File: src/rtl/gouraud_step.sv
// Gouraud/Z pixel-step sequencer driving a four-lane 16-bit add array.
// Define GOURAUD_FRAC_EN to include the fraction accumulators and FRAC phase.
module gouraud_step #(
  parameter int CNT_W = 16
) (
  input  logic             sys_clk,
  input  logic             reset,
  input  logic             ld_we,
  input  logic [2:0]       ld_sel,
  input  logic [1:0]       ld_lane,
  input  logic [15:0]      ld_data,
  input  logic             start,
  input  logic [CNT_W-1:0] count,
  output logic             busy,
  output logic             done,
  output logic [15:0]      adda_0,
  output logic [15:0]      adda_1,
  output logic [15:0]      adda_2,
  output logic [15:0]      adda_3,
  output logic [15:0]      addb_0,
  output logic [15:0]      addb_1,
  output logic [15:0]      addb_2,
  output logic [15:0]      addb_3,
  output logic [2:0]       daddmode,
  output logic             carry_clk,
  input  logic [15:0]      addq_0,
  input  logic [15:0]      addq_1,
  input  logic [15:0]      addq_2,
  input  logic [15:0]      addq_3,
  output logic [15:0]      pix_0,
  output logic [15:0]      pix_1,
  output logic [15:0]      pix_2,
  output logic [15:0]      pix_3,
  output logic             pix_valid,
  input  logic             pix_ready
);

  typedef enum logic [1:0] {
    IDLE,
    FRAC,
    INT,
    OUT
  } state_t;

  state_t           state_q, state_d;
  logic [CNT_W-1:0] cnt_q, cnt_d;
  logic             done_q, done_d;
  logic [2:0]       imode_q;
  logic [3:0][15:0] ai_q, ii_q;
  logic [3:0][15:0] q_v, a_v, b_v;

`ifdef GOURAUD_FRAC_EN
  logic [3:0][15:0] af_q, nf_q;
  localparam state_t FIRST = FRAC;
`else
  localparam state_t FIRST = INT;
`endif

  assign q_v = {addq_3, addq_2, addq_1, addq_0};

  assign adda_0 = a_v[0];
  assign adda_1 = a_v[1];
  assign adda_2 = a_v[2];
  assign adda_3 = a_v[3];
  assign addb_0 = b_v[0];
  assign addb_1 = b_v[1];
  assign addb_2 = b_v[2];
  assign addb_3 = b_v[3];

  assign pix_0 = ai_q[0];
  assign pix_1 = ai_q[1];
  assign pix_2 = ai_q[2];
  assign pix_3 = ai_q[3];

  assign busy      = (state_q != IDLE);
  assign pix_valid = (state_q == OUT);
  assign done      = done_q;

  always_comb begin
    state_d   = state_q;
    cnt_d     = cnt_q;
    done_d    = 1'b0;
    a_v       = '0;
    b_v       = '0;
    daddmode  = 3'b000;
    carry_clk = 1'b0;
    unique case (state_q)
      IDLE: begin
        if (start) begin
          if (count != '0) begin
            cnt_d   = count;
            state_d = FIRST;
          end else begin
            done_d = 1'b1;
          end
        end
      end
      FRAC: begin
`ifdef GOURAUD_FRAC_EN
        // Carry-in suppressed; carry-out latched for the INT phase
        a_v       = af_q;
        b_v       = nf_q;
        daddmode  = 3'b100;
        carry_clk = 1'b1;
`endif
        state_d = INT;
      end
      INT: begin
        a_v      = ai_q;
        b_v      = ii_q;
        daddmode = imode_q;
        state_d  = OUT;
      end
      OUT: begin
        if (pix_ready) begin
          cnt_d = cnt_q - 1'b1;
          if (cnt_q == CNT_W'(1)) begin
            state_d = IDLE;
            done_d  = 1'b1;
          end else begin
            state_d = FIRST;
          end
        end
      end
      default: state_d = IDLE;
    endcase
  end

  always_ff @(posedge sys_clk) begin
    if (reset) begin
      state_q <= IDLE;
      cnt_q   <= '0;
      done_q  <= 1'b0;
      imode_q <= 3'b000;
      ai_q    <= '0;
      ii_q    <= '0;
`ifdef GOURAUD_FRAC_EN
      af_q    <= '0;
      nf_q    <= '0;
`endif
    end else begin
      state_q <= state_d;
      cnt_q   <= cnt_d;
      done_q  <= done_d;
      if (state_q == IDLE && ld_we) begin
        unique case (ld_sel)
          3'd1: ai_q[ld_lane] <= ld_data;
          3'd3: ii_q[ld_lane] <= ld_data;
          3'd4: imode_q <= ld_data[2:0];
`ifdef GOURAUD_FRAC_EN
          3'd0: af_q[ld_lane] <= ld_data;
          3'd2: nf_q[ld_lane] <= ld_data;
`endif
          default: ;
        endcase
      end
      if (state_q == INT) ai_q <= q_v;
`ifdef GOURAUD_FRAC_EN
      if (state_q == FRAC) af_q <= q_v;
`endif
    end
  end

endmodule

File: config.mk
export PLATFORM = sky130hd
export DESIGN_NAME = gouraud_step
export DESIGN_NICKNAME = d
export VERILOG_FILES = /design/src/rtl/gouraud_step.sv
export SDC_FILE = /design/constraint.sdc
export NUM_CORES = 1
export LEC_CHECK = 0
export CELL_PAD_IN_SITES_DETAIL_PLACEMENT = 0
export CELL_PAD_IN_SITES_GLOBAL_PLACEMENT = 1
export CORE_MARGIN = 8
export CORE_UTILIZATION = 29
export CTS_CLUSTER_SIZE = 16
export DETAILED_ROUTE_END_ITERATION = 8
export GPL_TIMING_DRIVEN = 0
export PLACE_DENSITY = 0.79
export SLEW_MARGIN = 10
export SYNTH_ARGS = -nofsm -noshare
export SYNTH_HDL_FRONTEND = slang
export SYNTH_SLANG_ARGS = --single-unit
File: constraint.sdc
create_clock -name sys_clk -period 2.1 [get_ports sys_clk]
set_input_delay 0.42 -clock sys_clk [delete_from_list [all_inputs] [get_ports sys_clk]]
set_output_delay 0.42 -clock sys_clk [all_outputs]
set_load 0.01 [all_outputs]
-- Word-level counts from Yosys, hierarchy flattened
Index checks and enable logic that the tools add are counted.
- output and inout port bits: 199
- logic and storage cells: 62
- bits in registers: 150
- reductions and logical operators: 13
- equality and inequality tests: 10
- add/subtract/negate cells: 1
- order comparisons: 2
- mux-type cells: 24
- operators with widths (operator ; number):
    $mux W64 ; 5
    $bwmux W64 ; 2
    $mux W16 ; 4
    $demux W16 S2 ; 1
    $pmux W16 S2 ; 1
    $eq A16 B1 Y1 const B ; 1
    $reduce_bool A16 Y1 ; 1
    $sub A16 B1 Y16 const B ; 1
    $mux W2 ; 4
    $pmux W2 S4 ; 1
    $reduce_bool A2 Y1 ; 4
    $reduce_and A2 Y1 ; 3
    $eq A2 B2 Y1 const B ; 2
    $mux W1 ; 4
    $ne A2 B2 Y1 const B ; 2
    $reduce_and A4 Y1 ; 1
    $eq A3 B1 Y1 const B ; 1
    $eq A3 B2 Y1 const B ; 1
    $eq A3 B3 Y1 const B ; 1
    $lt A2 B3 Y1 const B ; 1
    $mux W3 ; 1
    $reduce_and A3 Y1 ; 1
    $eq A2 B1 Y1 const B ; 1
    $ge A2 B1 Y1 const B ; 1
    4 further kinds ; 5

-- Longest topological paths before layout
- depth in word-level cells: 8
- gate-level depth with buffers: 10
- gate-level depth less buffers: 7

-- Least setup slack after synthesis
OpenSTA, ideal clock, no wires.
- path type: register to register
- start: register state_q[0]
- end: register ai_q (netlist bit pix_2[10])
- stages on the path, launching flop included: 10
- slack: 0.038 ns
- period minus slack after synthesis: 2.062 ns
- data arrival time: 1.934 ns
- buffers on the path: 2
- cells stage by stage: dfxtp_1 inv_1 ha_1 buf_4 nand4b_4 nor4b_4 buf_6 mux2_1 mux2i_1 nor2_1
- word-level cells in the longest chain between the ends: 4
- elaborated cells between the ends (all ways): 7
- those cells by class: eq/ne (1); mux (1); reduce/logical (5)
- ends and longest elaborated chain (item ; line ; RTL):
    from (decl) ; 45 ; state_t state_q, state_d;
    from (signal assigned) ; 142 ; state_q <= state_d;
    $logic_not A2 Y1 ; 145 ; if (state_q == IDLE && ld_we) begin
    $logic_and A1 B1 Y1 ; 145 ;
    $reduce_bool A2 Y1 (no source line) ; n/a ;
    $reduce_and A2 Y1 (no source line) ; n/a ;
    to (signal, indexed assignment) ; 147 ; 3'd1: ai_q[ld_lane] <= ld_data;
    to (signal assigned) ; 157 ; if (state_q == INT) ai_q <= q_v;
    to (decl) ; 49 ; logic [3:0][15:0] ai_q, ii_q;
Parallel ways exist; a longest one is shown, timed or not.
A chain may end at the register's enable or synchronous reset.

-- Worst setup path after layout
- start: register state_q[0]
- end: output port adda_0[12]
- word-level cells in the longest chain between the ends: 2
- ends and longest elaborated chain (item ; line ; RTL):
    $eq A2 B2 Y1 ; 87 ; unique case (state_q)
    $mux W64 ; 87 ;
    to (decl) ; 16 ; output logic [15:0] adda_0,
Every way passes these cells.

==> run metrics <==
Final nets 1329; CP Launch Point state_q[0]$_SDFFE_PP0P_; Worst-path clk slew 0.07 ns; Residual DRC 0; worst clock skew 0.0111 ns; Power Internal 5810 uW; Post-DRT Antenna Nets 0; Clock Path Buffers 2; P per Cell Area 647 mW/mm2; EDFF count, synth 0; leakage 0.00567 uW; Max transition margin 32.0%; initial antenna violation count 1; r2r startpoint state_q[0]$_SDFFE_PP0P_; Routed WL 34300 um; vias per inst 4.73; Main synth FF type dfxtp_1; clk_lat worst skew 0.43 ns; FP Rows 59; Routed WL per cell 21.9 um; setup slack after layout -0.0754 ns; CP Class reg2out; synth cell count leaders 150 x dfxtp_1, 132 x and2_1, 114 x nor2_1; Worst EP arrival 1.76 ns; Initial Utilization 29.4%; post-synth top area cell dfxtp_1; Async S/R FF share, synth 0%; Max-cap violations 0; Fillers 2478; slew of the pin with the lowest slew margin 1.02 ns; TritonCTS clock tree done; Syn Inst Count 863; 1st-pass router iterations 4; result of the run complete, but fails checks; Crit. End Element output port; pin count of the biggest net entering global routing 19; total negative setup slack -2.39 ns; Worst Setup Start Kind flop; CP required 1.68 ns; register area share after synthesis 39.3%; die width 178 um; Tmin final 2.18 ns; count of pins over their slew limit 0; DR iter-0 viols 506; Net Switching 2580 uW; cts bufs inserted 17; Achievable Freq 0.460 GHz; RR Endpoint pix_3[12]$_SDFFE_PP0P_; Fin. Hold Viols 0; final setup fails 84; Yosys cell types 48; CP max FO 7; GRT overflow 0; Post-CTS Hold Fix Bufs 0; Reg power frac 37.2%; HP Class reg2reg; RSZ-0062 raised after global routing true; syn_area_per_cell 8.85 um2; violations in the final reports negative setup slack; top cell type's share of synthesized area 39.3%; clk sinks 150; first-pass GRT wire length 48700 um; Core ar. 0.0260 mm2; crit path capture adda_0[12]; Syn. warnings 0; R2R cell count 11; largest cells by area after synthesis dfxtp_1 39%, mux2i_1 13%, and2_1 11%; hpwl dp 24300 um; Mapped Nets 974; clock share of power 38.6%; Die Ht 178 um; count leader, synth dfxtp_1; CTS H-Tree Depth 4; crit share post-route 104%; Placed Area 0.0110 mm2; worst reg2reg setup slack -0.03 ns; IO buf count 296; combinational share of power 24.2%; layout overhead on the synthesized area 69.9%; routed vias 7419; global-route usage over all layers 20.5%; mapped cell area 0.00763 mm2; peak ir drop on the vdd network 0.000442 V; I/O pins 305; Sw Share 30.8%; Synth Register Bits 150; Die ar. 0.0318 mm2; vias in the first global route 7525; layout cells sized above 1 34.4%; RePlAce Congestion 0.853; CTS root buf clkbuf_16; cell area after layout 0.0130 mm2
## layout by cell type, fill, tap and decap left out, types with 3 or more instances in the layout
| master | instances |
|---|---|
| nor4_1 | 5 |
| buf_1 | 5 |
| nor3_1 | 7 |
| buf_4 | 20 |
| buf_2 | 50 |
| mux2i_1 | 102 |
| clkbuf_16 | 32 |
| inv_8 | 4 |
| a21oi_1 | 50 |
| clkdlybuf4s50_1 | 164 |
| o21ai_0 | 15 |
| clkbuf_1 | 22 |
| nor2b_1 | 6 |
| and2_4 | 88 |
| mux2_2 | 10 |
| clkbuf_2 | 3 |
| clkinv_8 | 6 |
| buf_6 | 99 |
| dfxtp_1 | 148 |
| buf_8 | 14 |
| o21a_1 | 4 |
| nor2_1 | 113 |
| nand2b_1 | 3 |
| a211oi_1 | 3 |
| and2_1 | 43 |
| o2bb2ai_1 | 3 |
| clkbuf_8 | 7 |
| nand2_1 | 82 |
| or4_4 | 3 |
| o32ai_1 | 4 |
| inv_1 | 7 |
| mux2_4 | 55 |
| o21ai_1 | 4 |
## worst max-delay path, stage by stage, from the launching register on
cell and delay [ns]:
dfxtp_2 0.34, inv_2 0.05, ha_4 0.17, buf_6 0.13
clkbuf_16 0.18, clkbuf_16 0.18, and2_4 0.17, buf_6 0.11
## repair_timing
| item | 4_1_cts | 5_1_grt |
|---|---|---|
| setup buffers | 22 | 7 |
| endpoints found under the setup margin | 237 | 257 |
| pin swaps | 30 | 9 |
| gates resized for setup | 824 | 101 |
| cloned | 14 | 3 |
## routing by layer
| metal | wire length (um) | GRT usage, % |
|---|---|---|
| met1 | 14300 | 25.1 |
| met2 | 17100 | 35.2 |
| met3 | 2400 | 4.89 |
| met4 | 479 | 5.92 |
| met5 | 0 | 0 |
## power by group through the flow
stage | combinational [uW] | sequential, uW | clock, uW
finish | 2030 | 3120 | 3240
floorplan | 750 | 3170 | 0
global route | 2150 | 3140 | 3440
detailed placement | 1600 | 3170 | 0
CTS | 1950 | 3110 | 3310
global placement | 1590 | 3170 | 0
## metrics by stage
step / power [uW] / hold WS, ns / utilization, % / cells / worst slack, ns
after floorplan: 3920 / 0.432 / - / 863 / 0.0384
after global placement: 4750 / 0.438 / 42.4 / 1494 / -1.21
after detailed placement: 4770 / 0.443 / 42.4 / 1494 / -1.25
after CTS: 8370 / 0.454 / 48.3 / 1560 / -0.117
after global routing: 8730 / 0.475 / 49.9 / 1567 / -0.120
final: 8400 / 0.452 / 49.9 / 1567 / -0.0754
## state kept, by name (all words and copies together) (netlist names)
register,cells
done,1
pix_0,16
pix_2,16
imode_q,3
pix_1,16
ii_q,64
cnt_q,16
state_q,2
pix_3,16
## kinds of logic after synthesis
family	share of synthesized area, %
compound gates	6.98
fa+ha+maj	0.819
buf+inv	4.47
flops	39.3
mux	23.0
other cells	0.0491
simple gates	25.4
## worst min-delay path by stage
stage | from | end | slack, ns | depth (start not counted)
4_1_cts | ii_q[58]$_SDFFE_PP0P_ | ii_q[58]$_SDFFE_PP0P_ | 0.45 | 2
2_1_floorplan | ii_q[0]$_SDFFE_PP0P_ | ii_q[0]$_SDFFE_PP0P_ | 0.43 | 2
6_report | ii_q[51]$_SDFFE_PP0P_ | ii_q[51]$_SDFFE_PP0P_ | 0.45 | 2
3_5_place_dp | ii_q[59]$_SDFFE_PP0P_ | ii_q[59]$_SDFFE_PP0P_ | 0.44 | 2
3_3_place_gp | ii_q[3]$_SDFFE_PP0P_ | ii_q[3]$_SDFFE_PP0P_ | 0.44 | 2
5_1_grt | ii_q[2]$_SDFFE_PP0P_ | ii_q[2]$_SDFFE_PP0P_ | 0.47 | 2
## area by class of cell
cell class | count | area (um2) | share of cell area [%]
timing repair buffer | 341 | 3430 | 26.5
clock buffer | 17 | 425 | 3.28
inverter | 9 | 36.3 | 0.280
sequential | 150 | 3010 | 23.2
antenna | 1 | 2.50 | 0.0193
tap | 335 | 419 | 3.23
clock inverter | 15 | 208 | 1.60
buffer | 63 | 626 | 4.82
multi-input combinational | 636 | 4810 | 37.1
Note: power is estimated with default switching activity, not from simulation.
